File: config.mk
export PLATFORM = sky130hd
export DESIGN_NAME = instruction_fetch
export DESIGN_NICKNAME = d
export VERILOG_FILES = /design/src/rtl/instruction_fetch.sv
export SDC_FILE = /design/constraint.sdc
export NUM_CORES = 1
export LEC_CHECK = 0
export CAP_MARGIN = 25
export CORE_MARGIN = 10
export CORE_UTILIZATION = 42
export CTS_BUF_LIST = sky130_fd_sc_hd__clkbuf_2
export DETAILED_ROUTE_END_ITERATION = 6
export MAX_ROUTING_LAYER = met4
export PLACE_DENSITY = 0.8
export SLEW_MARGIN = 20
export SYNTH_ARGS = -nofsm -noshare
export SYNTH_HDL_FRONTEND = slang
export SYNTH_SLANG_ARGS = --single-unit
File: constraint.sdc
create_clock -name clk -period 2.1 [get_ports clk]
set_input_delay 0.42 -clock clk [delete_from_list [all_inputs] [get_ports clk]]
set_output_delay 0.42 -clock clk [all_outputs]
set_load 0.01 [all_outputs]
File: src/rtl/instruction_fetch.sv
// instruction_fetch: fetch stage feeding decode from a synchronous-read
// instruction memory. Owns the PC, tracks the one-cycle read latency and
// hands words to decode through a valid/ready handshake; redirects from
// later stages flush the in-flight fetch.
//
// Optional feature macro: IF_BOUNDS_CHECK_EN
//   defined   - misaligned or out-of-range fetch PCs raise a sticky fault
//               that stalls fetch until a redirect to a good PC.
//   undefined - no checking; addressing wraps modulo 2^ADDR_WIDTH words and
//               fault is tied low.
module instruction_fetch #(
   parameter int          ADDR_WIDTH = 10,
   parameter int          DATA_WIDTH = 32,
   parameter logic [31:0] RESET_PC   = 32'h0000_0000
) (
   input  logic                  clk,
   input  logic                  rst_n,
   output logic [ADDR_WIDTH-1:0] mem_addr,
   input  logic [DATA_WIDTH-1:0] mem_data,
   input  logic                  id_ready,
   output logic                  if_valid,
   output logic [DATA_WIDTH-1:0] if_instr,
   output logic [31:0]           if_pc,
   output logic [31:0]           if_pc_plus4,
   input  logic                  redirect_valid,
   input  logic [31:0]           redirect_pc,
   input  logic                  halt,
   output logic                  fault
);

   logic [31:0] pc_q, pc_d;
   logic [31:0] inflight_pc_q, inflight_pc_d;
   logic        inflight_valid_q, inflight_valid_d;
   logic [31:0] fetch_pc;
   logic        advance;
   logic        issue;
   logic        bad_pc;
   logic        fault_q;

   // Fetch PC select: redirect first, then sequential, else re-present the
   // stalled word so the memory output stays stable.
   always_comb begin
      advance  = !inflight_valid_q | id_ready;
      fetch_pc = inflight_pc_q;
      if (redirect_valid)
         fetch_pc = redirect_pc;
      else if (advance)
         fetch_pc = pc_q;
   end

`ifdef IF_BOUNDS_CHECK_EN
   logic fault_d;

   // Bad PC detection and sticky fault tracking.
   always_comb begin
      bad_pc  = (fetch_pc[1:0] != 2'b00) | (fetch_pc[31:ADDR_WIDTH+2] != '0);
      fault_d = fault_q;
      if (redirect_valid && !bad_pc)
         fault_d = 1'b0;
      else if ((redirect_valid | advance) && bad_pc)
         fault_d = 1'b1;
   end

   // Fault register.
   always_ff @(posedge clk or negedge rst_n) begin
      if (!rst_n)
         fault_q <= 1'b0;
      else
         fault_q <= fault_d;
   end
`else
   assign bad_pc  = 1'b0;
   assign fault_q = 1'b0;
`endif

   // Issue decision and next-state for PC and in-flight tracking. A pending
   // fault blocks sequential issue; only a redirect can restart fetch.
   always_comb begin
      issue            = (redirect_valid | (advance & !fault_q)) & !halt & !bad_pc;
      pc_d             = pc_q;
      inflight_pc_d    = inflight_pc_q;
      inflight_valid_d = inflight_valid_q;
      if (redirect_valid | advance) begin
         inflight_valid_d = issue;
         inflight_pc_d    = fetch_pc;
      end
      if (issue)
         pc_d = fetch_pc + 32'd4;
      else if (redirect_valid)
         pc_d = redirect_pc;
   end

   // State registers.
   always_ff @(posedge clk or negedge rst_n) begin
      if (!rst_n) begin
         pc_q             <= RESET_PC;
         inflight_pc_q    <= 32'h0;
         inflight_valid_q <= 1'b0;
      end else begin
         pc_q             <= pc_d;
         inflight_pc_q    <= inflight_pc_d;
         inflight_valid_q <= inflight_valid_d;
      end
   end

   assign mem_addr    = fetch_pc[ADDR_WIDTH+1:2];
   assign if_valid    = inflight_valid_q & !redirect_valid;
   assign if_instr    = mem_data;
   assign if_pc       = inflight_pc_q;
   assign if_pc_plus4 = inflight_pc_q + 32'd4;
   assign fault       = fault_q;

endmodule

==> metrics.md, run 1 <==
| Metric | Value |
|---|---|
| Status | `finished with violations` |
| Failing checks | `negative setup slack` |
| Setup Skew | `50.8 ps` |
| Crit path required time | `1680 ps` |
| Dpl hpwl | `12000 µm` |
| Main synth FF type | `dfrtp_1` |
| First-pass DRT Iterations | `5` |
| R2R cell count | `12` |
| Final Max Slew Viols | `0` |
| Layout fillers | `686` |
| Crit end category | `output pin` |
| Yosys reg bits | `65` |
| Final hold viol count | `0` |
| Sequential-to-total area share from yosys stat | `0.334` |
| H-tree depth | `3` |
| Core ar. | `11400 µm²` |
| Fin crit period | `2900 ps` |
| Sum Neg Setup Slack | `-30380 ps` |
| Leak | `0.00384 µW` |
| Clock latency at the later pin of the worst-skew pair | `550 ps` |
| WL final | `20300 µm` |
| Crit start category | `flop` |
| Die height | `128 µm` |
| Worst Path Class, Setup | `flop to output pin` |
| Routed Antenna Nets | `0` |
| Layout cells sized above 1 | `0.485` |
| Post-synth ARST share | `1.00` |
| Starting Density | `0.428` |
| Commonest non-fill, non-tap cell in the layout | `buf_4` |
| Syn Inst Count | `540` |
| Reg-to-reg critical path endpoint | `pc_q[31]` |
| Initial DRC Count | `476` |
| Layout Nets | `860` |
| RSZ-0062 raised after global routing | `yes` |
| Post-synth EDFFs | `0` |
| Routed vias | `5405` |
| Critical path arrival | `2480 ps` |
| First-pass GRT wire length | `29600 µm` |
| CTS tree | `done` |
| Peak VDD IR | `331 µV` |
| Number of I/O port buffers | `111` |
| Most frequent cells in the layout | `147 x buf_4, 61 x dfrtp_1, 54 x buf_6` |
| CTS Buf Count | `9` |
| CTS sink count | `65` |
| GRT overflow | `0` |
| IO Pins | `177` |
| Inst Count DP | `857` |
| Slew @ Worst Pin | `537 ps` |
| Clock Tree Buf Depth | `2` |
| Tcrit/Tclk final | `1.38` |
| Row count | `39` |
| GPL Wtd Cong | `0.883` |
| Worst Path Max Fanout | `3` |
| Die area | `16300 µm²` |
| CTS root buffer | `clkbuf_2` |
| Yosys warnings | `0` |
| Crit path setup slack, layout | `-797 ps` |
| Max Cap Viol | `0` |
| Worst R2R Start | `inflight_valid_q` |
| Drt wl/cell | `21.7 µm` |
| Pwr dens | `532 nW/µm²` |
| Netlist cell types | `56` |
| Clk slew on worst S/H paths | `240 ps` |
| Area delta synth->final | `70.0%` |
| Peak Freq | `345 MHz` |
| FF-to-FF setup slack | `-610 ps` |
| Drt drc | `0` |
| Mapped Area | `4870 µm²` |
| Number of non-filler instances in the completed layout | `937` |
| Vias per inst | `5.77` |
| Vias in the first global route | `5627` |
| Avg Inst Size Synth | `9.01 µm²` |
| Antenna cells | `0` |
| Rel. slew slack | `0.637` |
| Antenna violations before repair | `0` |
| Final setup vio count | `63` |
| Hold WC Path Type | `primary input to asynchronous set/reset pin` |
| Mapped Nets | `611` |
| Die width | `128 µm` |
| Largest net degree at the start of global routing | `66` |
| Total track usage | `0.230` |
-- sequential cells by signal (all words and copies together), names as in the netlist --
signal	cells
if_pc	32
inflight_valid_q	1
pc_q	32
-- metrics by stage --
step,hold WS [ps],total power (µW),setup WS [ps],utilization,area [µm²]
after floorplan,124,2460,-278,-,5100
after global placement,466,3300,-700,0.617,7020
after detailed placement,472,3360,-869,0.617,7020
after CTS,332,4170,-804,0.689,7830
after global routing,375,4580,-859,0.728,8270
final,372,4400,-797,0.728,8270
-- metal layers --
metal / wire [µm] / vias to the layer above / global-route usage
met1: 7210 / 2653 / 0.241
met4: 948 / 0 / 0.107
met2: 10600 / 303 / 0.398
met3: 1520 / 107 / 0.0596
li1: - / 2342 / -
met5: 0 / - / -
-- how the worst max path moves through the flow --
stage	end	slack (ps)	from	depth (start not counted)
global route	if_pc_plus4[27]	-860	if_pc[10]	9
finish	if_pc_plus4[27]	-800	if_pc[10]	9
detailed placement	pc_q[14]	-870	id_ready	10
floorplan	pc_q[30]	-280	redirect_valid	10
CTS	if_pc_plus4[27]	-800	if_pc[10]	9
global placement	pc_q[31]	-700	id_ready	10
-- power by group --
group          switching [µW]  leakage (µW)  internal [µW]
Sequential                109      0.000756           1410
Combinational            1080       0.00303           1140
Clock                     516     0.0000490            149
-- cells by family (layout without fill, tap and decap cells) --
family	after synthesis	in the layout	share of synthesized area
compound gates	94	94	0.158
xor+xnor	58	58	0.104
fa+ha+maj	2	2	0.00514
buf+inv	111	365	0.131
flops	65	65	0.334
mux	19	19	0.0404
other cells	1	1	0.000770
simple gates	190	190	0.226
-- Yosys cell counts, types with 13 or more instances --
cell type | count | area (µm²)
dfrtp_1 | 65 | 1630
nand2_1 | 51 | 191
buf_4 | 50 | 375
nor2_1 | 36 | 135
inv_1 | 32 | 120
xnor2_1 | 32 | 280
xor2_1 | 26 | 228
a21oi_1 | 17 | 85.1
nor4b_1 | 17 | 149
o21ai_0 | 17 | 85.1
a221oi_2 | 15 | 225
and3_1 | 15 | 93.8
clkbuf_1 | 14 | 52.6
mux2i_1 | 14 | 140
nand3_1 | 14 | 70.1
nand4_1 | 13 | 81.3
-- worst max-delay path, cell delays in order, from the launching register on --
cell	delay [ps]
dfrtp_2	450
and4_4	220
and3_4	180
and3_4	180
and3_4	190
buf_6	110
and3_4	210
buf_6	100
xor2_2	130
buf_2	150
-- what timing repair did --
action	CTS	global route
hold buffers	1	0
cloned	3	0
pin swaps	66	52
setup buffers	55	22
resized for setup	275	87
endpoints found under the setup margin	69	79
endpoints found under the hold margin	65	0
-- area by class of cell --
cell class | instances | area [µm²] | share of cell area
Multi-Input combinational cell | 364 | 3400 | 0.410
Sequential cell | 65 | 1630 | 0.197
Tap cell | 143 | 179 | 0.0216
Clock buffer | 10 | 50.0 | 0.00605
Clock inverter | 6 | 35.0 | 0.00423
Timing Repair Buffer | 317 | 2860 | 0.346
Inverter | 32 | 120 | 0.0145
Note: power is estimated with default switching activity, not from simulation.
==> run 2, diff against run 1 <==
--- a/config.mk
+++ b/config.mk
@@ -5,7 +5,7 @@
 export SDC_FILE = /design/constraint.sdc
 export NUM_CORES = 1
 export LEC_CHECK = 0
-export CAP_MARGIN = 25
+export CAP_MARGIN = 30
 export CORE_MARGIN = 10
 export CORE_UTILIZATION = 42
 export CTS_BUF_LIST = sky130_fd_sc_hd__clkbuf_2
==> results of run 2 <==
Same layout as run 1: the final DEF is identical, and so are final timing and power.
==> run 3, diff against run 2 <==
--- a/config.mk
+++ b/config.mk
@@ -10,8 +10,10 @@
 export CORE_UTILIZATION = 42
 export CTS_BUF_LIST = sky130_fd_sc_hd__clkbuf_2
 export DETAILED_ROUTE_END_ITERATION = 6
+export GPL_ROUTABILITY_DRIVEN = 0
 export MAX_ROUTING_LAYER = met4
 export PLACE_DENSITY = 0.8
+export SKIP_CTS_REPAIR_TIMING = 1
 export SLEW_MARGIN = 20
 export SYNTH_ARGS = -nofsm -noshare
 export SYNTH_HDL_FRONTEND = slang
==> run 3 against run 2 <==
The run still ends with negative setup slack left. Register-to-register slack better by 50 ps. Non-clock buffer count is 44 lower. Die area stayed put. Sequential cell count stayed put. First-iteration DRC count is 5.5% higher. Clock power is 79% higher. Final area is 4.8% lower. Cell count is 4.7% lower. Combinational power is 6% lower. Wire length is 3.8% lower. Setup slack worse by 42 ps. Largest power group unchanged.
==> metrics.md, run 3 (synthesis gave the netlist of run 1 again) <==
| Metric | Value |
|---|---|
| Status | `finished with violations` |
| Failing checks | `negative setup slack` |
| Worst Path Class, Setup | `flop to output pin` |
| Drt drc | `0 (unchanged)` |
| Starting Density | `0.428 (unchanged)` |
| Buf/Inv on CP | `3 (unchanged)` |
| Peak Freq | `340 MHz (-1.4%)` |
| CP Cell Sequence | `and4_1 -> and3_4 -> and3_4 -> and3_4 -> buf_6 -> and3_4 -> buf_6 -> xor2_1 -> buf_2` |
| Area delta synth->final | `61.8%` |
| Die area | `16300 µm² (unchanged)` |
| Clk slew on worst S/H paths | `230 ps (about the same)` |
| Crit end category | `output pin` |
| Reg-to-reg critical path endpoint | `pc_q[16]` |
| Antenna violations before repair | `0 (unchanged)` |
| Inst Count DP | `845 (-1.4%)` |
| Most used cell along the critical path | `and3_4` |
| Core ar. | `11400 µm² (unchanged)` |
| FF/Latch Area | `1630 µm² (about the same)` |
| First-pass DRT Iterations | `5 (unchanged)` |
| Crit-path max cell delay | `410 ps (-40 ps)` |
| Pwr dens | `609 nW/µm² (+14%)` |
| Routed Antenna Nets | `0 (unchanged)` |
| Row count | `39 (unchanged)` |
| CP top delay family | `simple AND/OR/NAND/NOR gates` |
| CTS Buf Count | `9 (unchanged)` |
| Final core utilization | `0.693 (-0.0350)` |
| Crit path required time | `1680 ps (about the same)` |
| Rel. slew slack | `0.555 (-0.0821)` |
| Drt wl/cell | `21.9 µm (+0.93%)` |
| Final hold viol count | `0 (unchanged)` |
| Clock latency at the later pin of the worst-skew pair | `580 ps (+30 ps)` |
| FF-to-FF setup slack | `-560 ps (+50 ps)` |
| CTS tree | `done` |
| Commonest non-fill, non-tap cell in the layout | `buf_4` |
| GRT overflow | `0 (unchanged)` |
| Number of I/O port buffers | `111 (unchanged)` |
| Die width | `128 µm (unchanged)` |
| CTS sink count | `65 (unchanged)` |
| Peak VDD IR | `426 µV (+29%)` |
| Layout fillers | `757 (+10%)` |
| Critical path arrival | `2520 ps (+40 ps)` |
| H-tree depth | `3 (unchanged)` |
| Die height | `128 µm (unchanged)` |
| Vias in the first global route | `5063 (-10%)` |
| IO Pins | `177 (unchanged)` |
| Setup Skew | `32.8 ps (-18.1 ps)` |
| Initial DRC Count | `502 (+5.5%)` |
| Slew @ Worst Pin | `659 ps (+121 ps)` |
| Layout Nets | `816 (-5.1%)` |
| Antenna cells | `0 (unchanged)` |
| Total track usage | `0.191 (-0.0394)` |
| Clock Tree Buf Depth | `2 (unchanged)` |
| Area of the multi-input gates | `3310 µm² (-2.7%)` |
| First-pass GRT wire length | `25200 µm (-15%)` |
| Number of non-filler instances in the completed layout | `893 (-4.7%)` |
| Crit start category | `flop` |
| Max Cap Viol | `0 (unchanged)` |
| Tcrit/Tclk final | `1.40 (+0.0202)` |
| Fin crit period | `2940 ps (+42.4 ps)` |
| Leak | `0.00361 µW (-5.9%)` |
| R2R cell count | `11 (-1)` |
| Critical path's slowest cell | `dfrtp_2` |
| RSZ-0062 raised after global routing | `yes` |
| Final setup vio count | `66 (+4.8%)` |
| Layout cells sized above 1 | `0.443 (-0.0422)` |
| WL final | `19500 µm (-3.8%)` |
| Vias per inst | `5.86 (+1.7%)` |
| Worst R2R Start | `inflight_valid_q` |
| Largest net degree at the start of global routing | `52 (-21%)` |
| Final Max Slew Viols | `0 (unchanged)` |
| Dpl hpwl | `12100 µm (+0.88%)` |
| Routed vias | `5237 (-3.1%)` |
| Most frequent cells in the layout | `126 x buf_4, 60 x dfrtp_1, 60 x clkdlybuf4s50_1` |
| Worst Path Max Fanout | `3 (unchanged)` |
| Final Power | `4790 µW (+8.9%)` |
| Crit path setup slack, layout | `-840 ps (-42.4 ps)` |
| CTS root buffer | `clkbuf_2` |
| Hold WC Path Type | `primary input to asynchronous set/reset pin` |
-- run 3: final cells by class --
| class | instances | share of cell area |
|---|---|---|
| Multi-Input combinational cell | 364 | 0.420 |
| Clock buffer | 9 | 0.00572 |
| Sequential cell | 65 | 0.207 |
| Timing Repair Buffer | 273 | 0.311 |
| Tap cell | 143 | 0.0227 |
| Inverter | 32 | 0.0153 |
| Clock inverter | 7 | 0.0180 |
-- run 3: worst max path at each step --
| stage | slack [ps] | cells after the start | endpoint | startpoint |
|---|---|---|---|---|
| 3_5_place_dp | -750 | 11 | pc_q[28] | id_ready |
| 2_1_floorplan | -280 | 10 | pc_q[30] | redirect_valid |
| 4_1_cts | -1270 | 8 | if_pc_plus4[28] | if_pc[10] |
| 5_1_grt | -860 | 9 | if_pc_plus4[27] | if_pc[10] |
| 6_report | -840 | 9 | if_pc_plus4[27] | if_pc[10] |
| 3_3_place_gp | -680 | 11 | pc_q[29] | id_ready |
-- run 3: routing by layer --
| metal | global-route usage | vias to the layer above | wire length, µm |
|---|---|---|---|
| met5 | - | - | 0 |
| met2 | 0.336 | 319 | 9970 |
| met1 | 0.212 | 2561 | 7160 |
| met3 | 0.0393 | 97 | 1470 |
| met4 | 0.0583 | 0 | 913 |
| li1 | - | 2260 | - |
-- run 3: through the flow --
stage / setup TNS (ps) / hold WS (ps) / cell area [µm²] / setup WS [ps]
after floorplan: -5000 / 124 / 5100 / -278
after global placement: -29900 / 428 / 6880 / -676
after detailed placement: -33550 / 441 / 6880 / -748
after CTS: -45890 / -152 / 7060 / -1270
after global routing: -30840 / 398 / 7880 / -865
final: -28420 / 335 / 7880 / -840
-- run 3: where the power goes --
| group | switching, µW | internal (µW) |
|---|---|---|
| Sequential | 108 | 1410 |
| Clock | 558 | 634 |
| Combinational | 1040 | 1040 |
